File: src/rtl/aes_req_scheduler.sv
// Round-robin front end sharing a single AES-128 core among NUM_REQ requesters.
// Serves one request at a time and returns the ciphertext, or an error when the core times out.
module aes_req_scheduler #(
  parameter int NUM_REQ = 4,
  parameter int TIMEOUT = 64
) (
  input  logic                   CLK,
  input  logic                   RST,
  input  logic [NUM_REQ-1:0]     req_valid,
  input  logic [NUM_REQ*128-1:0] req_key,
  input  logic [NUM_REQ*128-1:0] req_plain,
  output logic [NUM_REQ-1:0]     req_ready,
  output logic [NUM_REQ-1:0]     rsp_valid,
  output logic [127:0]           rsp_data,
  output logic                   rsp_err,
  output logic                   aes_valid,
  output logic [127:0]           aes_key,
  output logic [127:0]           aes_plain,
  input  logic                   aes_done,
  input  logic                   aes_busy,
  input  logic [127:0]           aes_cypher
);

  localparam int IDX_W = $clog2(NUM_REQ);
  localparam int CNT_W = $clog2(TIMEOUT + 1);
  localparam logic [NUM_REQ-1:0] ONE = NUM_REQ'(1);
  localparam logic [CNT_W-1:0] LIMIT = CNT_W'(TIMEOUT - 1);

  typedef enum logic [1:0] {IDLE, ISSUE, WAIT, RESP} state_t;

  state_t             state;
  logic [IDX_W-1:0]   idx;
  logic [IDX_W-1:0]   last_grant;
  logic [CNT_W-1:0]   cnt;
  logic               pick_found;
  logic [IDX_W-1:0]   pick_idx;

  // Search starts just after the last served port, so a held request waits
  // for at most NUM_REQ-1 other transactions.
  always_comb begin
    // NOTE: every always_comb output gets a default first; a path that leaves
    // a variable unassigned would otherwise infer a latch.
    pick_found = 1'b0;
    pick_idx   = '0;
    for (int i = 1; i <= NUM_REQ; i++) begin
      if (!pick_found && req_valid[(int'(last_grant) + i) % NUM_REQ]) begin
        pick_found = 1'b1;
        pick_idx   = IDX_W'((int'(last_grant) + i) % NUM_REQ);
      end
    end
  end

  // NOTE: state registers use non-blocking assignments so every register
  // samples pre-edge values regardless of statement order.
  always_ff @(posedge CLK) begin
    if (RST) begin
      state      <= IDLE;
      idx        <= '0;
      last_grant <= IDX_W'(NUM_REQ - 1);
      cnt        <= '0;
      req_ready  <= '0;
      rsp_valid  <= '0;
      rsp_data   <= '0;
      rsp_err    <= 1'b0;
      aes_valid  <= 1'b0;
      aes_key    <= '0;
      aes_plain  <= '0;
    end else begin
      case (state)
        IDLE: begin
          if (pick_found && !aes_busy) begin
            idx       <= pick_idx;
            aes_key   <= req_key[128*pick_idx +: 128];
            aes_plain <= req_plain[128*pick_idx +: 128];
            aes_valid <= 1'b1;
            req_ready <= ONE << pick_idx;
            state     <= ISSUE;
          end
        end
        ISSUE: begin
          aes_valid <= 1'b0;
          req_ready <= '0;
          cnt       <= '0;
          state     <= WAIT;
        end
        WAIT: begin
          // A completion arriving on the last allowed cycle still counts as success.
          if (aes_done) begin
            rsp_data  <= aes_cypher;
            rsp_err   <= 1'b0;
            rsp_valid <= ONE << idx;
            state     <= RESP;
          end else if (cnt == LIMIT) begin
            rsp_data  <= '0;
            rsp_err   <= 1'b1;
            rsp_valid <= ONE << idx;
            state     <= RESP;
          end else begin
            cnt <= cnt + 1'b1;
          end
        end
        RESP: begin
          rsp_valid  <= '0;
          rsp_data   <= '0;
          rsp_err    <= 1'b0;
          last_grant <= idx;
          state      <= IDLE;
        end
        default: state <= IDLE;
      endcase
    end
  end

endmodule
File: config.mk
export PLATFORM = sky130hd
export DESIGN_NAME = aes_req_scheduler
export DESIGN_NICKNAME = d
export VERILOG_FILES = /design/src/rtl/aes_req_scheduler.sv
export SDC_FILE = /design/constraint.sdc
export NUM_CORES = 1
export LEC_CHECK = 0
export ABC_AREA = 0
export CAP_MARGIN = 5
export CORE_AREA = 2 2 605 607
export CTS_BUF_LIST = sky130_fd_sc_hd__clkbuf_8
export CTS_CLUSTER_DIAMETER = 120
export DETAILED_ROUTE_END_ITERATION = 10
export DIE_AREA = 0 0 607 609
export PLACE_DENSITY = 0.31
export SETUP_SLACK_MARGIN = 0.02
export SLEW_MARGIN = 20
export SYNTH_ARGS = -nofsm -noshare
export SYNTH_HDL_FRONTEND = slang
export SYNTH_SLANG_ARGS = --single-unit
File: constraint.sdc
create_clock -name CLK -period 2 [get_ports CLK]
set_input_delay 0.4 -clock CLK [delete_from_list [all_inputs] [get_ports CLK]]
set_output_delay 0.4 -clock CLK [all_outputs]
set_load 0.01 [all_outputs]
==> results_dict.tcl <==
set metrics [dict create \
    worst_pin_slew_ps 658 \
    cts_tree "done" \
    fin_nets 5513 \
    violations "negative setup slack" \
    post-route-period-util_pct 125 \
    cts_root_buf "clkbuf_8" \
    rsz0062_at_grt "true" \
    design.die.area_sq_um 370000 \
    rows 222 \
    postSynthRegisterBits 407 \
    vias_per_cell 3.17 \
    hold_path.class "input pin to register" \
    htree_levels 3 \
    synth_adder_area_share_pct 0.360 \
    cp_top_family "buffers and inverters" \
    grt_pass1_wl_um 355000 \
    yosys.cell_count.top_type "dfxtp_1" \
    arrival_ps 3270 \
    grt_pass1_vias 30500 \
    synth_top_area_share_pct 39.1 \
    synthMuxAreaShare_pct 14.0 \
    power_leakage_nw 19.4 \
    cts_buffer_depth 4 \
    skew_ps 148 \
    drv_slew 0 \
    post-route-util_pct 14.6 \
    synth-seq-area-share_pct 39.1 \
    fp.dieH_um 609 \
    synth_fp_nets 3614 \
    slowest_stage "clkdlybuf4s50_1" \
    die_w_um 607 \
    area_delta_synth_final_pct 154 \
    yosys.area.top_type "dfxtp_1" \
    synth_xor_area_share_pct 0.168 \
    critPathCaptureType "register" \
    setup_ws_ps -508 \
    vias 29500 \
    clock-sinks 407 \
    power.total_w 0.0536 \
    drtIter0Drc 1605 \
    max_freq_ghz 0.399 \
    cts_buffers 105 \
    maxCapViolCount 0 \
    cp_cell_sequence "clkdlybuf4s50_1, buf_4, buf_4, o21a_1, a221oi_4, buf_4, buf_12, buf_16, buf_12, buf_16, mux2_1, nand2_1, a211oi_1" \
    syn-instance-count 2448 \
    synthTopCellsByCount "407 x dfxtp_1, 393 x nand2_1, 283 x nor2_1" \
    worstPathRequired_ps 2760 \
    gp_congestion 0.977 \
    slowest_delay_ps 650 \
    status "finished with violations" \
    hpwl_um 239000 \
    post-place-ws_ps -2030 \
    ys_warn_count 0 \
    final_area_sq_um 53000 \
    portBuffers 1553 \
    grt_use_total_pct 14.9 \
    netlist-cell-type-count 45 \
    grt-ovfl-total 0 \
    yosys-top-cells-area "dfxtp_1 39%, mux2_1 11%, a221oi_1 11%, a211oi_1 9.3%, nand2_1 7.1%" \
    clk_pin_slew_ps 60 \
    antenna_found_initial 205 \
    hold_viol 0 \
    peakVddDrop_mv 0.395 \
    placed_area_sq_um 44300 \
    slew-limit-headroom_pct 55.6 \
    synth_compound_gate_area_share_pct 24.2 \
    post_synth.cell_area_avg_sq_um 8.51 \
    boundaryPins 1554 \
    drive_above_1_share_pct 40.9 \
    period_needed_ps 2510 \
    syn_area_sq_um 20800 \
    synthArstFlopShare_pct 0 \
    avgRoutedWirePerCell_um 30.9 \
    core_area_sq_um 364000 \
    n_fill_cell 41300 \
    initial_core_util_pct 5.73 \
    critPathMaxFanout 8 \
    crit_path_start_kind "input pin" \
    synth_top_family_by_area "compound AO/OA/AOI/OAI gates" \
    cpMostUsedCell "buf_4" \
    drc_errors 0 \
    path_buf_inv 8 \
    synth_ff_type "dfxtp_1" \
    clk_latency_ps 990 \
    finalSetupViolCount 370 \
    routed_wl_um 287000 \
    drtAntennaViolNets 0 \
    powerDensity_nw_per_um2 1010 \
    path_class "input pin to register" \
    grt_max_degree 77 \
    yosys.area_share.simple_pct 16.1 \
    synth_edf_count 0 \
    dr.pass1.iters 5 \
]
-- repair_timing --
| action | CTS | global route |
|---|---|---|
| cloned | 45 | 3 |
| setup endpoints to repair | 791 | 478 |
| setup buffers | 70 | 7 |
| pin swaps | 225 | 14 |
| resized for setup | 2786 | 99 |
| hold buffers | 123 | 0 |
| endpoints found under the hold margin | 163 | 0 |
-- per-stage QoR --
stage	setup TNS (ps)	std cells	hold WS, ps
final	-117580	9292	140
after global routing	-130190	9259	53.0
after CTS	-112160	9235	0.808
after detailed placement	-458760	8819	445
after global placement	-454920	8819	441
after floorplan	-3680	2448	441
-- power by group --
group	total, W	leakage (nW)	switching, W	internal, W
logic	0.0303	14.8	0.0157	0.0146
registers	0.0117	3.41	0.00149	0.0102
clock network	0.0116	1.25	0.00519	0.00643
-- per-layer routing --
metal	track usage, %	vias to the layer above	share of wire [%]
met1	16.9	14400	39
met4	4.31	130	3.5
met5	0	-	0.30
met3	6.38	499	9.9
met2	25.3	1390	47
li1	-	13000	-
-- cell families (layout without fill, tap and decap cells) --
family	after synthesis	count (layout)
AOI/OAI and AO/OA	671	671
xor gates and xnor gates	4	4
muxes	259	259
adders and majority gates	6	6
other	0	54
DFF	407	407
and+or+nand+nor	833	833
buffers and inverters	268	2242
-- flip-flops by register name, summed over array words and instances, names as in the netlist --
name / cells
rsp_err: 1
req_ready: 4
rsp_data: 128
state: 2
aes_key: 128
idx: 2
cnt: 7
aes_valid: 1
aes_plain: 128
rsp_valid: 4
last_grant: 2
-- final cells by class --
type                    count  area, sq um  area share (%)
repair buffers           2055        21500            40.5
well taps                4816         6030            11.4
diodes                     54          135           0.255
clock buffers             130         1790            3.38
inverters                   5         26.3          0.0496
flip-flops and latches    407         8430            15.9
multi-input cells        1773        14800            27.8
clock inverters            52          350           0.661
-- cells in the final DEF, fill, tap and decap left out, drive strengths merged, types with 6 or more instances in the layout --
cell type      netlist  routed
nor2               283     283
clkbuf             189     133
clkdlybuf4s50        0    1156
diode                0      54
a221oi             258     258
bufbuf               0      12
clkdlybuf4s15        0      21
dfxtp              407     407
inv                  5      43
mux2               256     256
nand2              393     393
dlygate4sd3          0     123
clkinv               0       9
buf                 74     738
nand3              130     130
nor2b                6       6
ha                   6       6
a211oi             259     259
a21oi              135     135
-- worst min-delay path, cell delays in order --
cell and delay [ps]:
clkdlybuf4s50_1 460, nand3_1 90, a21oi_1 60
-- worst paths after layout --
path,start,slack (ps),to,cells after the start
setup / recovery,req_valid[1],-510,aes_key[53],13
hold / removal,aes_cypher[34],140,rsp_data[34],3
setup reg to reg,last_grant[0],-400,aes_key[53],12
hold reg to reg,rsp_data[125],450,rsp_data[125],2
(Power assumes the default switching activity.)
